==> src/rtl/mfp_ahb_master_arbiter.sv <==
// rtl/mfp_ahb_master_arbiter.sv - two-master AHB-Lite arbiter (CPU m0, S-record loader m1) with cut-off transfer replay
//
// Ports:
//   HCLK, HRESET            clock, synchronous active-high reset
//   m0_* / m1_*             master request in (HADDR..HWRITE), response out (HRDATA, HREADY, HRESP)
//   m1_busreq               loader wants the bus
//   s_*                     address/control/write data to the slave fabric, response back
//   addr_owner              0 = CPU, 1 = loader owns the address phase
//   buf_valid               bit n = master n has a captured address phase awaiting replay
module mfp_ahb_master_arbiter #(
    parameter int ADDR_W     = 32,
    parameter bit HONOR_LOCK = 1'b1
) (
    input  logic              HCLK,
    input  logic              HRESET,
    input  logic [ADDR_W-1:0] m0_HADDR,
    input  logic [2:0]        m0_HBURST,
    input  logic              m0_HMASTLOCK,
    input  logic [3:0]        m0_HPROT,
    input  logic [2:0]        m0_HSIZE,
    input  logic [1:0]        m0_HTRANS,
    input  logic [ADDR_W-1:0] m0_HWDATA,
    input  logic              m0_HWRITE,
    output logic [ADDR_W-1:0] m0_HRDATA,
    output logic              m0_HREADY,
    output logic              m0_HRESP,
    input  logic [ADDR_W-1:0] m1_HADDR,
    input  logic [2:0]        m1_HBURST,
    input  logic              m1_HMASTLOCK,
    input  logic [3:0]        m1_HPROT,
    input  logic [2:0]        m1_HSIZE,
    input  logic [1:0]        m1_HTRANS,
    input  logic [ADDR_W-1:0] m1_HWDATA,
    input  logic              m1_HWRITE,
    output logic [ADDR_W-1:0] m1_HRDATA,
    output logic              m1_HREADY,
    output logic              m1_HRESP,
    input  logic              m1_busreq,
    output logic [ADDR_W-1:0] s_HADDR,
    output logic [2:0]        s_HBURST,
    output logic              s_HMASTLOCK,
    output logic [3:0]        s_HPROT,
    output logic [2:0]        s_HSIZE,
    output logic [1:0]        s_HTRANS,
    output logic [ADDR_W-1:0] s_HWDATA,
    output logic              s_HWRITE,
    input  logic [ADDR_W-1:0] s_HRDATA,
    input  logic              s_HREADY,
    input  logic              s_HRESP,
    output logic              addr_owner,
    output logic [1:0]        buf_valid
);

    localparam logic [1:0] HTRANS_IDLE   = 2'b00;
    localparam logic [1:0] HTRANS_NONSEQ = 2'b10;

    logic data_owner;
    logic data_valid;

    logic [ADDR_W-1:0] buf_haddr  [2];
    logic [2:0]        buf_hburst [2];
    logic              buf_hlock  [2];
    logic [3:0]        buf_hprot  [2];
    logic [2:0]        buf_hsize  [2];
    logic [1:0]        buf_htrans [2];
    logic              buf_hwrite [2];

    logic [ADDR_W-1:0] live_haddr;
    logic [2:0]        live_hburst;
    logic              live_hlock;
    logic [3:0]        live_hprot;
    logic [2:0]        live_hsize;
    logic [1:0]        live_htrans;
    logic              live_hwrite;
    logic              at_boundary;
    logic              ho_req;

    // Live request of whichever master owns the address phase.
    always_comb begin
        live_haddr  = m0_HADDR;
        live_hburst = m0_HBURST;
        live_hlock  = m0_HMASTLOCK;
        live_hprot  = m0_HPROT;
        live_hsize  = m0_HSIZE;
        live_htrans = m0_HTRANS;
        live_hwrite = m0_HWRITE;
        if (addr_owner) begin
            live_haddr  = m1_HADDR;
            live_hburst = m1_HBURST;
            live_hlock  = m1_HMASTLOCK;
            live_hprot  = m1_HPROT;
            live_hsize  = m1_HSIZE;
            live_htrans = m1_HTRANS;
            live_hwrite = m1_HWRITE;
        end
    end

    // A pending replay must be issued before the bus may change hands again,
    // and burst continuations (SEQ/BUSY) and locked sequences keep the bus.
    // ho_req is deliberately independent of s_HREADY so s_HTRANS has no
    // combinational path from the slave's ready.
    always_comb begin
        at_boundary = ((live_htrans == HTRANS_IDLE) || (live_htrans == HTRANS_NONSEQ))
                      && !(HONOR_LOCK && live_hlock)
                      && !buf_valid[addr_owner];
        ho_req      = at_boundary && (m1_busreq != addr_owner);
    end

    // While a handover is pending the owner's address phase is hidden from
    // the slave (forced IDLE); if it was NONSEQ it is captured and replayed.
    always_comb begin
        s_HADDR     = live_haddr;
        s_HBURST    = live_hburst;
        s_HMASTLOCK = live_hlock;
        s_HPROT     = live_hprot;
        s_HSIZE     = live_hsize;
        s_HTRANS    = live_htrans;
        s_HWRITE    = live_hwrite;
        if (buf_valid[addr_owner]) begin
            s_HADDR     = buf_haddr[addr_owner];
            s_HBURST    = buf_hburst[addr_owner];
            s_HMASTLOCK = buf_hlock[addr_owner];
            s_HPROT     = buf_hprot[addr_owner];
            s_HSIZE     = buf_hsize[addr_owner];
            s_HTRANS    = buf_htrans[addr_owner];
            s_HWRITE    = buf_hwrite[addr_owner];
        end else if (ho_req) begin
            s_HTRANS = HTRANS_IDLE;
        end
    end

    assign s_HWDATA = data_owner ? m1_HWDATA : m0_HWDATA;

    // A master with a captured transfer is stalled; it next sees HREADY=1 on
    // the edge that completes the replayed transfer's data phase. The data
    // owner only counts while a real transfer is in its data phase, so an
    // outgoing master that went idle cannot mistake a later edge for acceptance.
    assign m0_HREADY = s_HREADY && !buf_valid[0]
                       && (!addr_owner || (!data_owner && data_valid));
    assign m1_HREADY = s_HREADY && !buf_valid[1]
                       && (addr_owner || (data_owner && data_valid));

    assign m0_HRDATA = s_HRDATA;
    assign m1_HRDATA = s_HRDATA;
    assign m0_HRESP  = s_HRESP;
    assign m1_HRESP  = s_HRESP;

    always_ff @(posedge HCLK) begin
        if (HRESET) begin
            addr_owner <= 1'b0;
            data_owner <= 1'b0;
            data_valid <= 1'b0;
            buf_valid  <= 2'b00;
        end else if (s_HREADY) begin
            data_owner <= addr_owner;
            data_valid <= s_HTRANS[1];
            if (buf_valid[addr_owner]) begin
                buf_valid[addr_owner] <= 1'b0;
            end else if (ho_req) begin
                addr_owner <= ~addr_owner;
                if (live_htrans == HTRANS_NONSEQ) begin
                    buf_valid[addr_owner]  <= 1'b1;
                    buf_haddr[addr_owner]  <= live_haddr;
                    buf_hburst[addr_owner] <= live_hburst;
                    buf_hlock[addr_owner]  <= live_hlock;
                    buf_hprot[addr_owner]  <= live_hprot;
                    buf_hsize[addr_owner]  <= live_hsize;
                    buf_htrans[addr_owner] <= live_htrans;
                    buf_hwrite[addr_owner] <= live_hwrite;
                end
            end
        end
    end

endmodule

==> config.mk <==
export PLATFORM = sky130hd
export DESIGN_NAME = mfp_ahb_master_arbiter
export DESIGN_NICKNAME = d
export VERILOG_FILES = /design/src/rtl/mfp_ahb_master_arbiter.sv
export SDC_FILE = /design/constraint.sdc
export NUM_CORES = 1
export LEC_CHECK = 0
export BUFFER_PORTS_ARGS = -buffer_cell sky130_fd_sc_hd__buf_4
export CAP_MARGIN = 0
export CORE_AREA = 2 2 134 136
export CTS_CLUSTER_DIAMETER = 60
export DETAILED_ROUTE_END_ITERATION = 8
export DIE_AREA = 0 0 136 138
export HOLD_SLACK_MARGIN = 0.08
export PLACE_DENSITY_LB_ADDON = 0.12
export SLEW_MARGIN = 0
export SYNTH_ARGS = -nofsm -noshare
export SYNTH_HDL_FRONTEND = slang
export SYNTH_SLANG_ARGS = --single-unit
==> constraint.sdc <==
create_clock -name HCLK -period 8.68 [get_ports HCLK]
set_input_delay 0.868 -clock HCLK [delete_from_list [all_inputs] [get_ports HCLK]]
set_output_delay 0.868 -clock HCLK [all_outputs]
set_load 0.03 [all_outputs]
==> results.txt <==
The net count after synthesis was 630; the data required time of the worst path was 7.81 ns. Counting flops with an async set or reset pin after synthesis yields a share of 0%. The average detailed-routed wire length per instance is 17.86 um, and the measured slew at the worst slew-check pin is 0.8725 ns. The category of the worst setup path launch point was a register. VDD sags by at most 0.00009860 V.

The number of flops mapped to enable cells by yosys works out to 92. In this run the clock root is driven by a clkbuf_16. The number of global-route vias before repair was 3996; the maximum clock insertion buffer count was 2. After floorplanning, the core was sized to cover 0.01753 mm2. After clock tree synthesis, the repair step resized 0 gates.

The accumulated negative setup slack is 0 ns. Wire length after detailed routing: 14.99 mm. Routability-driven placement finished with a final weighted congestion of 0.8089. The vertical extent of the die was 138 um. TritonCTS built the clock tree. Counting distinct cell types in the post-synthesis netlist gives 25.

After detailed routing, the number of remaining DRC violations is 0. The clock network latency to the later pin of the worst-skew pair was 0.35 ns; the fraction of layout instances using a drive strength above 1 was 56.89%. On the final layout, the worst clock skew is 0.005746 ns. Synthesis handed over a netlist of 437 instances.

The number of antenna violations at the first check in global routing is 0, and the CTS H-tree depth is 3. Setup violations remaining at the end of the flow were counted as 0. Number of violations reported at the end of detailed-routing iteration 0: 140. The normalized max-slew margin was 41.35%. Number of vias after detailed routing: 3883. After synthesis, the cell types taking the most area are edfxtp_1, mux2_2, buf_4. Global routing used 15.58% of the available tracks.

For the total count of max-transition violations in the final report, the log shows 0. The logs give 11.08 mm for the post-DP HPWL and 22.02 mm for the wire length of the first global-routing pass. For met1 alone, demand over resource in global routing was 16.04%.

In this run the tool buffered the top-level ports with 242 buffer cells. The average instance in the mapped netlist occupies 12.43 um2. After synthesis the cells add up to 0.005430 mm2.

Global-route met3 utilization: 4.070%. Summing all placed instances gives a cell area of 0.007000 mm2. For this run, the register share of the synthesized area comes to 53.09%. For this design, the sink count on the clock tree is 98.

Die outline area: 0.01877 mm2. For this design, the CTS-stage hold fixing added 0 buffers. In the synthesized netlist the dominant register cell turns out to be edfxtp_1. Timing would allow up to 0.2473 GHz. The cell accounting for the most synthesized area is edfxtp_1.

In this run the static leakage power is 2.884 nW. The library cell used most frequently in the layout, excluding fill and tap cells, is buf_4. The largest net degree at the start of global routing is 94. Using the TritonRoute via totals, the vias-per-cell ratio works out to 4.628. The run finished with clean final reports. In this run the remaining antenna-violating nets after routing total 0. The synthesis-to-layout area growth was 34.45%; the initial core utilization was 30.97%.

The boundary pin count was 342. The count of inserted antenna diode cells is 0, and the power density relative to cell area is 157.2 mW/mm2. After clock tree synthesis, the clock-pin slew on the worst setup and hold paths is 0.07 ns. In this run the most used layer during global routing was met2. Path category of the worst min-delay check: reg2reg. After layout, the minimum clock period comes to 4.043 ns. Setup repair after global routing left no endpoint under its margin. For this run, the detailed router's first-pass iteration total came to 4. After floorplanning, the core was divided into 49 placement rows. The run gives 0 as the number of warnings issued by yosys. In the layout the commonest cells are buf_4, edfxtp_1, mux2_2, nand2_1, o21ai_0. After global routing the overflow that remains totals 0.

At the end of the flow, the number of nets in the layout was 798. The share of the cycle needed by the critical path after routing came out at 46.58%. Synthesis inferred 98 register bits. In this run the post-CTS setup repair buffer count came out at 0. The logs give 0 for the hold violation count in the final report and 9 for the total clock buffers created by CTS.

For this run, global-route usage on met2 was measured as 28.30%. The chip width was 136 um; the post-route cell area was 0.007301 mm2. The tool flagged a number of max-cap violations equal to 0. The run gives 0.6019 ns as the final-layout worst hold slack. The top cell type by area accounts for 50.88% of the synthesized area. For the worst setup path, the data arrival time is 3.18 ns. Largest fanout on the critical path: 93.

Endpoint kind of the worst setup timing path: an output pin. The worst setup path is of the reg2out kind.
==> layout make-up <==
type	instances	area, um2
multi-input combinational	244	1946
clock buffer	9	225.2
clock inverter	7	75.07
inverter	3	11.26
sequential	98	2888
tap	229	286.5
timing repair buffer	249	1869
fill	1689	10230
==> stage by stage <==
| stage | util (%) | power [mW] | instances | setup WS (ns) |
|---|---|---|---|---|
| CTS | 41.64 | 1.163 | 839 | 4.540 |
| detailed placement | 39.92 | 0.7553 | 823 | 4.913 |
| global placement | 39.92 | 0.7531 | 823 | 5.059 |
| floorplan | - | 0.6998 | 437 | 2.350 |
| finish | 41.64 | 1.148 | 839 | 4.637 |
| global route | 41.64 | 1.191 | 839 | 4.281 |
==> final timing paths <==
check / start / end / slack (ns) / depth (start not counted)
setup / recovery: addr_owner / s_HTRANS[1] / 4.64 / 6
hold / removal: register / register / 0.60 / 2
setup reg to reg: addr_owner / buf_haddr[1][15] / 5.81 / 4
hold reg to reg: register / register / 0.60 / 2
==> flip-flops by register name, summed over array words and instances (netlist names), named ones only <==
register    count
buf_haddr      64
buf_hprot       8
buf_hburst      6
buf_hsize       6
buf_htrans      4
buf_hlock       2
buf_hwrite      2
addr_owner      1
data_owner      1
data_valid      1
==> power by group <==
part	switching, mW	leakage [nW]	total (mW)	internal (mW)
Clock	0.180	0.140	0.406	0.225
Combinational	0.109	1.87	0.217	0.108
Sequential	0.00469	0.878	0.525	0.520
==> cell usage after synthesis (2+ instances only) <==
cell type / instances
o21ai_0: 48
mux2i_1: 48
dfxtp_1: 6
inv_1: 3
nand2_1: 48
a21oi_1: 6
nor4b_1: 4
buf_4: 66
mux2_2: 77
nor2_1: 2
clkbuf_1: 6
buf_2: 17
edfxtp_1: 92
buf_1: 3
==> kinds of logic after synthesis <==
group | synth area share, %
mux | 24.82
compound gates | 5.530
flops | 53.09
simple gates | 5.046
buf+inv | 11.52
==> critical path, cell delays in order, from the launching register on <==
cell      delay, ns
dfxtp_2        0.31
buf_4          0.58
mux2i_4        0.32
buf_4          0.67
nor4b_1        0.47
o21bai_1       0.22
buf_4          0.21
==> per-layer routing <==
metal  share of wire (%)  routed length [um]
met5                   0                   0
met2                  52                7861
met3                 7.8                1176
met1                  36                5349
met4                 4.0                 599
Power figures use the tool's default switching activity.
